`src/rtl/reservation_station_pkg.sv`:
```
// Shared CPU definitions: internal opcode encoding, default widths and
// the tag helper used by the dispatcher, RS, LSB and ALU.
package cpu_defs;

    localparam int RS_WIDTH_DEF  = 2;
    localparam int ROB_WIDTH_DEF = 3;

    // Internal 7-bit opcodes; numbering is contiguous from OP_LUI.
    typedef enum logic [6:0] {
        OP_LUI  = 7'd1,
        OP_AUIPC, OP_JAL, OP_JALR,
        OP_BEQ, OP_BNE, OP_BLT, OP_BGE, OP_BLTU, OP_BGEU,
        OP_LB, OP_LH, OP_LW, OP_LBU, OP_LHU,
        OP_SB, OP_SH, OP_SW,
        OP_ADDI, OP_SLTI, OP_SLTIU, OP_XORI, OP_ORI, OP_ANDI,
        OP_SLLI, OP_SRLI, OP_SRAI,
        OP_ADD, OP_SUB, OP_SLL, OP_SLT, OP_SLTU, OP_XORR,
        OP_SRL, OP_SRA, OP_ORR, OP_ANDR
    } opcode_e;

    // A tag is RoB_WIDTH+1 bits; only the MSB set with zero index means
    // "operand value is final, no dependency".
    function automatic int unsigned non_dep_of(input int unsigned rob_w);
        return 32'd1 << rob_w;
    endfunction

endpackage

```
`src/rtl/reservation_station_if.sv`:
```
// Bus bundle between the dispatcher/CDBs/ALU side and the reservation station.
// Dispatch writes are strobes: a write presented with RS_newEntry_en is taken
// at the next edge; the dispatcher must respect RS_isFull one cycle ahead.
// ALU_en is a one-cycle issue strobe with no back-pressure from the ALU.
interface reservation_station_if #(
    parameter int RoB_WIDTH = 3
);
    logic                 RoB_flush_signal;
    logic                 RS_newEntry_en;
    logic [RoB_WIDTH-1:0] RS_robEntry;
    logic [6:0]           RS_opcode;
    logic [31:0]          RS_Vj;
    logic [31:0]          RS_Vk;
    logic [RoB_WIDTH:0]   RS_Qj;
    logic [RoB_WIDTH:0]   RS_Qk;
    logic [31:0]          RS_imm;
    logic [31:0]          RS_pc;
    logic                 RS_isFull;
    logic                 ALU_cdb_en;
    logic [RoB_WIDTH-1:0] ALU_cdb_robIndex;
    logic [31:0]          ALU_cdb_data;
    logic                 LSB_cdb_en;
    logic [RoB_WIDTH-1:0] LSB_cdb_robIndex;
    logic [31:0]          LSB_cdb_data;
    logic                 ALU_en;
    logic [RoB_WIDTH-1:0] ALU_robEntry;
    logic [6:0]           ALU_opcode;
    logic [31:0]          ALU_Vj;
    logic [31:0]          ALU_Vk;
    logic [31:0]          ALU_imm;
    logic [31:0]          ALU_pc;

    modport master (
        output RoB_flush_signal, RS_newEntry_en, RS_robEntry, RS_opcode,
               RS_Vj, RS_Vk, RS_Qj, RS_Qk, RS_imm, RS_pc,
               ALU_cdb_en, ALU_cdb_robIndex, ALU_cdb_data,
               LSB_cdb_en, LSB_cdb_robIndex, LSB_cdb_data,
        input  RS_isFull, ALU_en, ALU_robEntry, ALU_opcode,
               ALU_Vj, ALU_Vk, ALU_imm, ALU_pc
    );

    modport slave (
        input  RoB_flush_signal, RS_newEntry_en, RS_robEntry, RS_opcode,
               RS_Vj, RS_Vk, RS_Qj, RS_Qk, RS_imm, RS_pc,
               ALU_cdb_en, ALU_cdb_robIndex, ALU_cdb_data,
               LSB_cdb_en, LSB_cdb_robIndex, LSB_cdb_data,
        output RS_isFull, ALU_en, ALU_robEntry, ALU_opcode,
               ALU_Vj, ALU_Vk, ALU_imm, ALU_pc
    );
endinterface

```
`src/rtl/reservation_station_rs_select.sv`:
```
// Lowest-index priority encoder: reports whether any request bit is set
// and the index of the lowest one.
module rs_select #(
    parameter int N = 4,
    parameter int W = (N > 1) ? $clog2(N) : 1
) (
    input  logic [N-1:0] i_req,
    output logic         o_found,
    output logic [W-1:0] o_idx
);

    // Scan from the top down so the lowest set bit is the last one written.
    always_comb begin
        o_found = 1'b0;
        o_idx   = '0;
        for (int i = N - 1; i >= 0; i--) begin
            if (i_req[i]) begin
                o_found = 1'b1;
                o_idx   = W'(i);
            end
        end
    end

endmodule

```
`src/rtl/reservation_station.sv`:
```
// Reservation station: holds dispatched micro-ops until both operands are
// resolved (directly or from the ALU/LSB result buses) and issues the
// lowest-index ready entry to the ALU, one per cycle.
module reservation_station
    import cpu_defs::*;
#(
    parameter int RS_WIDTH  = RS_WIDTH_DEF,
    parameter int RoB_WIDTH = ROB_WIDTH_DEF
) (
    input  logic                 clk_in,
    input  logic                 rst_in,
    input  logic                 rdy_in,
    reservation_station_if.slave bus
);

    localparam int SIZE  = 1 << RS_WIDTH;
    localparam int TAG_W = RoB_WIDTH + 1;
    localparam int CNT_W = RS_WIDTH + 2;
    localparam logic [TAG_W-1:0] NON_DEP = TAG_W'(non_dep_of(RoB_WIDTH));

    // Entry storage
    logic [SIZE-1:0]      r_valid;
    logic [RoB_WIDTH-1:0] r_rob [SIZE];
    logic [6:0]           r_op  [SIZE];
    logic [31:0]          r_vj  [SIZE];
    logic [31:0]          r_vk  [SIZE];
    logic [TAG_W-1:0]     r_qj  [SIZE];
    logic [TAG_W-1:0]     r_qk  [SIZE];
    logic [31:0]          r_imm [SIZE];
    logic [31:0]          r_pc  [SIZE];

    // Issue registers
    logic                 r_alu_en;
    logic [RoB_WIDTH-1:0] r_alu_rob;
    logic [6:0]           r_alu_op;
    logic [31:0]          r_alu_vj;
    logic [31:0]          r_alu_vk;
    logic [31:0]          r_alu_imm;
    logic [31:0]          r_alu_pc;

    logic [SIZE-1:0]      w_free;
    logic [SIZE-1:0]      w_ready;
    logic                 w_free_found;
    logic [RS_WIDTH-1:0]  w_free_idx;
    logic                 w_ready_found;
    logic [RS_WIDTH-1:0]  w_ready_idx;
    logic [CNT_W-1:0]     w_count;
    logic [CNT_W-1:0]     w_full_sum;
    logic [31:0]          w_new_vj;
    logic [31:0]          w_new_vk;
    logic [TAG_W-1:0]     w_new_qj;
    logic [TAG_W-1:0]     w_new_qk;

    // A tag only names a RoB entry while its MSB is clear.
    function automatic logic cdb_hit(input logic [TAG_W-1:0] q,
                                     input logic en,
                                     input logic [RoB_WIDTH-1:0] idx);
        return en && !q[TAG_W-1] && (q[RoB_WIDTH-1:0] == idx);
    endfunction

    // Same-cycle bypass of incoming operands from the result buses (ALU first).
    always_comb begin
        w_new_vj = bus.RS_Vj;
        w_new_qj = bus.RS_Qj;
        w_new_vk = bus.RS_Vk;
        w_new_qk = bus.RS_Qk;
        if (cdb_hit(bus.RS_Qj, bus.ALU_cdb_en, bus.ALU_cdb_robIndex)) begin
            w_new_vj = bus.ALU_cdb_data;
            w_new_qj = NON_DEP;
        end else if (cdb_hit(bus.RS_Qj, bus.LSB_cdb_en, bus.LSB_cdb_robIndex)) begin
            w_new_vj = bus.LSB_cdb_data;
            w_new_qj = NON_DEP;
        end
        if (cdb_hit(bus.RS_Qk, bus.ALU_cdb_en, bus.ALU_cdb_robIndex)) begin
            w_new_vk = bus.ALU_cdb_data;
            w_new_qk = NON_DEP;
        end else if (cdb_hit(bus.RS_Qk, bus.LSB_cdb_en, bus.LSB_cdb_robIndex)) begin
            w_new_vk = bus.LSB_cdb_data;
            w_new_qk = NON_DEP;
        end
    end

    // Per-slot free/ready flags and the registered occupancy count.
    always_comb begin
        w_count = '0;
        for (int i = 0; i < SIZE; i++) begin
            w_free[i]  = !r_valid[i];
            w_ready[i] = r_valid[i] && (r_qj[i] == NON_DEP) && (r_qk[i] == NON_DEP);
            w_count    = w_count + CNT_W'(r_valid[i]);
        end
    end

    // Conservative: the same-cycle issue is not credited, which leaves room
    // for the dispatcher's registered write already in flight.
    assign w_full_sum    = w_count + CNT_W'(bus.RS_newEntry_en);
    assign bus.RS_isFull = (w_full_sum >= CNT_W'(SIZE - 1));

    rs_select #(.N(SIZE), .W(RS_WIDTH)) u_free_sel (
        .i_req   (w_free),
        .o_found (w_free_found),
        .o_idx   (w_free_idx)
    );

    rs_select #(.N(SIZE), .W(RS_WIDTH)) u_ready_sel (
        .i_req   (w_ready),
        .o_found (w_ready_found),
        .o_idx   (w_ready_idx)
    );

    // Entry payload: operand wakeup from the buses and new-entry writes.
    always_ff @(posedge clk_in) begin
        if (rdy_in && !bus.RoB_flush_signal) begin
            for (int i = 0; i < SIZE; i++) begin
                if (r_valid[i]) begin
                    if (cdb_hit(r_qj[i], bus.ALU_cdb_en, bus.ALU_cdb_robIndex)) begin
                        r_vj[i] <= bus.ALU_cdb_data;
                        r_qj[i] <= NON_DEP;
                    end else if (cdb_hit(r_qj[i], bus.LSB_cdb_en, bus.LSB_cdb_robIndex)) begin
                        r_vj[i] <= bus.LSB_cdb_data;
                        r_qj[i] <= NON_DEP;
                    end
                    if (cdb_hit(r_qk[i], bus.ALU_cdb_en, bus.ALU_cdb_robIndex)) begin
                        r_vk[i] <= bus.ALU_cdb_data;
                        r_qk[i] <= NON_DEP;
                    end else if (cdb_hit(r_qk[i], bus.LSB_cdb_en, bus.LSB_cdb_robIndex)) begin
                        r_vk[i] <= bus.LSB_cdb_data;
                        r_qk[i] <= NON_DEP;
                    end
                end
            end
            if (bus.RS_newEntry_en && w_free_found) begin
                r_rob[w_free_idx] <= bus.RS_robEntry;
                r_op[w_free_idx]  <= bus.RS_opcode;
                r_vj[w_free_idx]  <= w_new_vj;
                r_vk[w_free_idx]  <= w_new_vk;
                r_qj[w_free_idx]  <= w_new_qj;
                r_qk[w_free_idx]  <= w_new_qk;
                r_imm[w_free_idx] <= bus.RS_imm;
                r_pc[w_free_idx]  <= bus.RS_pc;
            end
        end
    end

    // Valid bits and issue registers: flush beats write/issue; a slot freed
    // by issue is not the one written this edge (free slot chosen pre-edge).
    always_ff @(posedge clk_in or negedge rst_in) begin
        if (!rst_in) begin
            r_valid   <= '0;
            r_alu_en  <= 1'b0;
            r_alu_rob <= '0;
            r_alu_op  <= '0;
            r_alu_vj  <= '0;
            r_alu_vk  <= '0;
            r_alu_imm <= '0;
            r_alu_pc  <= '0;
        end else if (rdy_in) begin
            if (bus.RoB_flush_signal) begin
                r_valid  <= '0;
                r_alu_en <= 1'b0;
            end else begin
                r_alu_en <= w_ready_found;
                if (w_ready_found) begin
                    r_alu_rob            <= r_rob[w_ready_idx];
                    r_alu_op             <= r_op[w_ready_idx];
                    r_alu_vj             <= r_vj[w_ready_idx];
                    r_alu_vk             <= r_vk[w_ready_idx];
                    r_alu_imm            <= r_imm[w_ready_idx];
                    r_alu_pc             <= r_pc[w_ready_idx];
                    r_valid[w_ready_idx] <= 1'b0;
                end
                if (bus.RS_newEntry_en && w_free_found) begin
                    r_valid[w_free_idx] <= 1'b1;
                end
            end
        end
    end

    // A write with every slot occupied means the dispatcher ignored RS_isFull.
    always_ff @(posedge clk_in) begin
        if (rst_in && rdy_in && !bus.RoB_flush_signal && bus.RS_newEntry_en) begin
            assert (w_free_found)
            else $error("reservation_station: write with no free slot");
        end
    end

    assign bus.ALU_en       = r_alu_en;
    assign bus.ALU_robEntry = r_alu_rob;
    assign bus.ALU_opcode   = r_alu_op;
    assign bus.ALU_Vj       = r_alu_vj;
    assign bus.ALU_Vk       = r_alu_vk;
    assign bus.ALU_imm      = r_alu_imm;
    assign bus.ALU_pc       = r_alu_pc;

endmodule
```
`src/flat_wrapper.sv`:
```
// flat-port wrapper written by rule: the top's interface ports become plain ports
module reservation_station_flat import cpu_defs::*;
#(
    parameter int RS_WIDTH  = RS_WIDTH_DEF,
    parameter int RoB_WIDTH = ROB_WIDTH_DEF
)
  (clk_in, rst_in, rdy_in, bus_RoB_flush_signal, bus_RS_newEntry_en, bus_RS_robEntry, bus_RS_opcode, bus_RS_Vj, bus_RS_Vk, bus_RS_Qj, bus_RS_Qk, bus_RS_imm, bus_RS_pc, bus_ALU_cdb_en, bus_ALU_cdb_robIndex, bus_ALU_cdb_data, bus_LSB_cdb_en, bus_LSB_cdb_robIndex, bus_LSB_cdb_data, bus_RS_isFull, bus_ALU_en, bus_ALU_robEntry, bus_ALU_opcode, bus_ALU_Vj, bus_ALU_Vk, bus_ALU_imm, bus_ALU_pc);
  reservation_station_if #(.RoB_WIDTH(RoB_WIDTH)) bus_i ();
  input  logic clk_in;
  input  logic rst_in;
  input  logic rdy_in;
  input wire logic [$bits(bus_i.RoB_flush_signal)-1:0] bus_RoB_flush_signal;
  input wire logic [$bits(bus_i.RS_newEntry_en)-1:0] bus_RS_newEntry_en;
  input wire logic [$bits(bus_i.RS_robEntry)-1:0] bus_RS_robEntry;
  input wire logic [$bits(bus_i.RS_opcode)-1:0] bus_RS_opcode;
  input wire logic [$bits(bus_i.RS_Vj)-1:0] bus_RS_Vj;
  input wire logic [$bits(bus_i.RS_Vk)-1:0] bus_RS_Vk;
  input wire logic [$bits(bus_i.RS_Qj)-1:0] bus_RS_Qj;
  input wire logic [$bits(bus_i.RS_Qk)-1:0] bus_RS_Qk;
  input wire logic [$bits(bus_i.RS_imm)-1:0] bus_RS_imm;
  input wire logic [$bits(bus_i.RS_pc)-1:0] bus_RS_pc;
  input wire logic [$bits(bus_i.ALU_cdb_en)-1:0] bus_ALU_cdb_en;
  input wire logic [$bits(bus_i.ALU_cdb_robIndex)-1:0] bus_ALU_cdb_robIndex;
  input wire logic [$bits(bus_i.ALU_cdb_data)-1:0] bus_ALU_cdb_data;
  input wire logic [$bits(bus_i.LSB_cdb_en)-1:0] bus_LSB_cdb_en;
  input wire logic [$bits(bus_i.LSB_cdb_robIndex)-1:0] bus_LSB_cdb_robIndex;
  input wire logic [$bits(bus_i.LSB_cdb_data)-1:0] bus_LSB_cdb_data;
  output wire logic [$bits(bus_i.RS_isFull)-1:0] bus_RS_isFull;
  output wire logic [$bits(bus_i.ALU_en)-1:0] bus_ALU_en;
  output wire logic [$bits(bus_i.ALU_robEntry)-1:0] bus_ALU_robEntry;
  output wire logic [$bits(bus_i.ALU_opcode)-1:0] bus_ALU_opcode;
  output wire logic [$bits(bus_i.ALU_Vj)-1:0] bus_ALU_Vj;
  output wire logic [$bits(bus_i.ALU_Vk)-1:0] bus_ALU_Vk;
  output wire logic [$bits(bus_i.ALU_imm)-1:0] bus_ALU_imm;
  output wire logic [$bits(bus_i.ALU_pc)-1:0] bus_ALU_pc;
  assign bus_i.RoB_flush_signal = bus_RoB_flush_signal;
  assign bus_i.RS_newEntry_en = bus_RS_newEntry_en;
  assign bus_i.RS_robEntry = bus_RS_robEntry;
  assign bus_i.RS_opcode = bus_RS_opcode;
  assign bus_i.RS_Vj = bus_RS_Vj;
  assign bus_i.RS_Vk = bus_RS_Vk;
  assign bus_i.RS_Qj = bus_RS_Qj;
  assign bus_i.RS_Qk = bus_RS_Qk;
  assign bus_i.RS_imm = bus_RS_imm;
  assign bus_i.RS_pc = bus_RS_pc;
  assign bus_i.ALU_cdb_en = bus_ALU_cdb_en;
  assign bus_i.ALU_cdb_robIndex = bus_ALU_cdb_robIndex;
  assign bus_i.ALU_cdb_data = bus_ALU_cdb_data;
  assign bus_i.LSB_cdb_en = bus_LSB_cdb_en;
  assign bus_i.LSB_cdb_robIndex = bus_LSB_cdb_robIndex;
  assign bus_i.LSB_cdb_data = bus_LSB_cdb_data;
  assign bus_RS_isFull = bus_i.RS_isFull;
  assign bus_ALU_en = bus_i.ALU_en;
  assign bus_ALU_robEntry = bus_i.ALU_robEntry;
  assign bus_ALU_opcode = bus_i.ALU_opcode;
  assign bus_ALU_Vj = bus_i.ALU_Vj;
  assign bus_ALU_Vk = bus_i.ALU_Vk;
  assign bus_ALU_imm = bus_i.ALU_imm;
  assign bus_ALU_pc = bus_i.ALU_pc;
  reservation_station #(.RS_WIDTH(RS_WIDTH), .RoB_WIDTH(RoB_WIDTH)) u_core (.clk_in(clk_in), .rst_in(rst_in), .rdy_in(rdy_in), .bus(bus_i));
endmodule
```
`config.mk`:
```
export PLATFORM = sky130hd
export DESIGN_NAME = reservation_station_flat
export DESIGN_NICKNAME = d
export VERILOG_FILES = /design/src/rtl/reservation_station_pkg.sv /design/src/rtl/reservation_station_if.sv /design/src/rtl/reservation_station_rs_select.sv /design/src/rtl/reservation_station.sv /design/src/flat_wrapper.sv
export SDC_FILE = /design/constraint.sdc
export NUM_CORES = 1
export LEC_CHECK = 0
export ABC_AREA = 1
export BUFFER_PORTS_ARGS = -buffer_cell sky130_fd_sc_hd__buf_2
export CAP_MARGIN = 5
export CORE_AREA = 10 10 334 336
export CTS_CLUSTER_DIAMETER = 50
export CTS_CLUSTER_SIZE = 24
export DETAILED_ROUTE_END_ITERATION = 8
export DIE_AREA = 0 0 344 346
export GPL_TIMING_DRIVEN = 0
export SKIP_LAST_GASP = 1
export SYNTH_ARGS = -nofsm -noshare
export SYNTH_HDL_FRONTEND = slang
export SYNTH_HIERARCHICAL = 1
export SYNTH_SLANG_ARGS = --single-unit
```
`constraint.sdc`:
```
create_clock -name clk_in -period 3.75 [get_ports clk_in]
set_clock_uncertainty 0.15 [all_clocks]
set_input_delay 0.75 -clock clk_in [delete_from_list [all_inputs] [get_ports clk_in]]
set_output_delay 0.75 -clock clk_in [all_outputs]
set_load 0.02 [all_outputs]
```
==> reports/metrics.sh <==
FMAX_GHz=0.264
CATEGORY_OF_THE_WORST_SETUP_PATH_CAPTURE_POINT='register'
IOPINCOUNT=363
SYNTHDISTINCTLIBCELLS=38
STD_CELL_ROWS=119
FINAL_ANTENNA_NET_COUNT=0
GLOBALPLACE.CONGESTION=1.04
MAX_SLEW_MARGIN_PCT=29.2
COREAREA_UM2=105000
GRT_PASS1_VIAS=31800
CLKTRANSATPATHREGS_NS=0.07
MET1WIRELENGTH_UM=64800
CTS.SINK_COUNT=727
FINAL_UTIL_PCT=41.7
GRT_MAX_DEGREE=94
GRT_UTIL_ALL_LAYERS_PCT=26.2
LAYOUT.CELL_AREA.NON_FILLER_UM2=43700
WORST_PIN_SLEW_NS=1.06
FILL_CELLS=10500
MOST-COMMON-LAYOUT-CELLS='sky130_fd_sc_hd__nand2_1, sky130_fd_sc_hd__nand3_1, sky130_fd_sc_hd__edfxtp_1'
CLOCKPOWERSHARE_PCT=45.0
NUMBER_OF_ANTENNA_VIOLATIONS_AT_THE_FIRST_CHECK_IN_GLOBAL_ROUTING=8
SYNTH_AREA_PER_CELL_UM2=9.19
POST-DP-HPWL_UM=119000
FINALWORSTPATHREQUIREDPERIOD_NS=3.78
MAXCAPVIOLCOUNT=0
MET3WIRELENGTH_UM=20800
SWITCHING_POWER_mW=5.38
WORST_SLACK_NS=-0.0345
CLK_LATENCY_NS=0.69
SYNTHESIS.YOSYS.WARNINGS=6
WORSTPATHREQUIRED_NS=4.03
DIE_Y_UM=346
GLOBALROUTE.TOTALOVERFLOW=0
SETUP-VIOLATIONS-FINAL=12
CTS_BUFFER_DEPTH=3
ROUTE.MET2.WL_UM=69800
PLACED_CELL_AREA_UM2=40500
START_UTIL_PCT=34.7
POWER_LEAKAGE_nW=18.6
DIE-AREA_UM2=119000
TOP_LAYER='met5'
FINAL.HOLD.WORST_SLACK_NS=0.127
CRIT_PATH_FREQUENT_CELL='sky130_fd_sc_hd__buf_4'
CRIT_SLOWEST_CELL='sky130_fd_sc_hd__buf_2'
CTS_ROOT_BUF='sky130_fd_sc_hd__clkbuf_16'
SHARE_COMB_OF_TOTAL_POWER_PCT=9.9
SLEW_VIOL_FINAL=0
GLOBAL_ROUTE_WIRE_LENGTH_BEFORE_REPAIR_UM=227000
POWER.DENSITY_CELL_AREA_nW_PER_UM2=462
SWSHARE_PCT=26.7
SYNTHESIS.INSTANCES=3956
SYNTH.FF_LATCH_COUNT=727
FINALCRITPERIODSHARE_PCT=101
RSZ_0062_RAISED_AFTER_GLOBAL_ROUTING='no'
DETAILED_ROUTE_VIA_COUNT=33700
CP_CELL_SEQUENCE='inv_1, nand2_1, a21oi_2, inv_1, nand3_1, buf_2, o211ai_1, buf_4, buf_4, buf_4, buf_4'
AREAGROWTHSYNTHTOFINISH_PCT=20.2
WORST_SETUP_PATH_START_KIND='register'
FP.DIEW_UM=344
RUN_STATUS='finished with violations'
DETAIL_ROUTE.WIRELENGTH_UM=161000
FINAL_HOLD_VIOL_COUNT=0
CTS_TREE='done'
POWER_FRAC_SEQ_PCT=45.1
DRT-WIRELENGTH-PER-CELL_UM=27.3
IO_BUFFER_COUNT=360
CRITICAL_PATH_PEAK_FANOUT=19
AVGVIACOUNTPERCELL=5.69
DRT-INITIAL-DRC-COUNT=4611
CTS.HTREE.LEVELS=3
DRT_PASS1_ITERATIONS=8
NUMBER_OF_SYNTHESIZED_FLOPS_WITH_AN_ENABLE_PIN=584
NETLIST_AREA_PRE_PLACE_UM2=36300
POSTSYNTHNETCOUNT=4182
IRDROPWORSTVDD_V=0.000329
HP-CLASS='input pin to register'
YS.FLOP_TYPE='sky130_fd_sc_hd__edfxtp_1'
INTERNAL_POWER_mW=14.8
MOSTFREQUENTLAYOUTCELL='sky130_fd_sc_hd__nand2_1'
YOSYSSEQAREASHARE_PCT=58.1
CRITPATHKIND='register to register'
VIOLATIONS='negative setup slack'
DRCVIOLATIONCOUNT=0
LAYOUT-DRIVE-GT1-SHARE_PCT=19.3
ASYNC_FLOP_SHARE_PCT=19.7
CRIT_PATH_MAX_INCR_DELAY_NS=0.53
FINALNETCOUNT=4679
WORSTPATHARRIVAL_NS=4.06
CTS-BUFFERS-INSERTED=90
## per-layer routing
metal	vias up	global-route usage, %
met3	319	8.41
met5	-	0.694
li1	14900	-
met2	2173	39.2
met1	16400	35.3
met4	6	9.30
## sequential cells by signal (all words and copies together) (netlist names)
| register | count |
|---|---|
| u_core/r_rob | 12 |
| u_core/r_vj | 128 |
| u_core/r_valid | 4 |
| u_core/bus.ALU_pc | 32 |
| u_core/bus.ALU_Vj | 32 |
| u_core/r_qk | 16 |
| u_core/r_pc | 128 |
| u_core/bus.ALU_imm | 32 |
| u_core/bus.ALU_robEntry | 3 |
| u_core/r_qj | 16 |
| u_core/bus.ALU_en | 1 |
| u_core/r_vk | 128 |
| u_core/r_imm | 128 |
| u_core/bus.ALU_Vk | 32 |
| u_core/bus.ALU_opcode | 7 |
| u_core/r_op | 28 |
## synth_stat cells (5+ instances only)
cell type                  number  area [µm²]
sky130_fd_sc_hd__buf_2        136         681
sky130_fd_sc_hd__edfxtp_1     584       17500
sky130_fd_sc_hd__buf_4         20         150
sky130_fd_sc_hd__nand4_1      255        1600
sky130_fd_sc_hd__nor2_1        80         300
sky130_fd_sc_hd__inv_2         13        48.8
sky130_fd_sc_hd__o21a_1        44         330
sky130_fd_sc_hd__a21oi_2        6        52.6
sky130_fd_sc_hd__nor2_2        12        75.1
sky130_fd_sc_hd__buf_1         36         135
sky130_fd_sc_hd__inv_1         87         327
sky130_fd_sc_hd__dfrtp_1      143        3580
sky130_fd_sc_hd__o211ai_1       8        60.1
sky130_fd_sc_hd__nand3_2       56         561
sky130_fd_sc_hd__clkinv_1      33         124
sky130_fd_sc_hd__nand3_1      761        3810
sky130_fd_sc_hd__buf_6         14         158
sky130_fd_sc_hd__clkbuf_1      67         251
sky130_fd_sc_hd__a22oi_1       88         661
sky130_fd_sc_hd__nand2_2        5        31.3
sky130_fd_sc_hd__nor3_1         7        35.0
sky130_fd_sc_hd__nand2_1     1464        5500
## what timing repair did
item                       CTS  global route
gates resized for setup     18            33
setup endpoints to repair  209           130
buffers inserted             0             3
hold buffers                 1             0
pin swaps                    1             2
hold endpoints to repair    50             0
## power by group through the flow
stage / combinational, mW / clock [mW] / sequential (mW)
global route: 2.12 / 9.57 / 9.12
detailed placement: 1.94 / 0 / 9.26
CTS: 1.95 / 9.22 / 9.10
global placement: 1.89 / 0 / 9.27
finish: 2.00 / 9.07 / 9.10
floorplan: 0.846 / 0 / 9.40
## cell type report
| cell class | instances | area, µm² | share of cell area, % |
|---|---|---|---|
| flip-flops and latches | 727 | 21100 | 48.3 |
| multi-input cells | 2823 | 13400 | 30.7 |
| repair buffers | 409 | 2320 | 5.31 |
| clock buffers | 94 | 2270 | 5.19 |
| well taps | 1391 | 1740 | 3.98 |
| plain buffers | 269 | 1470 | 3.35 |
| clock inverters | 70 | 851 | 1.95 |
| inverters | 133 | 499 | 1.14 |
| diodes | 7 | 17.5 | 0.0401 |
## kinds of logic (layout without fill, tap and decap cells)
family | count (synthesis) | after routing | share of synthesized area [%]
AND/OR/NAND/NOR | 2655 | 2655 | 33.2
flip-flops | 727 | 727 | 58.1
buffers and inverters | 406 | 975 | 5.16
AO/OA/AOI/OAI | 161 | 161 | 3.35
XOR/XNOR | 4 | 4 | 0.0964
adder cells (fa/ha/maj) | 3 | 3 | 0.145
other | 0 | 7 | 0
## worst paths after layout
| check | slack [ns] | end | startpoint | cells after the start |
|---|---|---|---|---|
| hold / removal | 0.13 | u_core/r_imm[3][13] | bus_RS_imm[13] | 1 |
| max in group asynchronous | 2.05 | u_core/bus.ALU_Vk[16] | rst_in | 3 |
| hold reg to reg | 0.32 | u_core/bus.ALU_Vj[5] | u_core/bus.ALU_Vj[5] | 2 |
| min in group asynchronous | 0.44 | u_core/bus.ALU_imm[29] | rst_in | 2 |
| setup reg to reg | -0.03 | u_core/r_vj[0][17] | u_core/r_valid[3] | 11 |
| setup / recovery | -0.03 | u_core/r_vj[0][17] | u_core/r_valid[3] | 11 |
## stage by stage
stage	instances	total power [mW]	TNS (ns)	setup slack, ns
floorplan	3956	10.2	0	0.00188
global placement	5707	11.2	-1016.58	-2.24
detailed placement	5752	11.2	-70.06	-0.703
CTS	5913	20.3	0	0.00493
global route	5921	20.8	0	0.00416
finish	5923	20.2	-0.253	-0.0345
## worst max-delay path, delay by kind of cell (launching register included)
kind	cells	cell delay, ns
AO/OA/AOI/OAI	2	0.74
buffers and inverters	7	1.88
flip-flops	1	0.49
AND/OR/NAND/NOR	2	0.25
No activity file was read; power rests on OpenSTA's default activity.
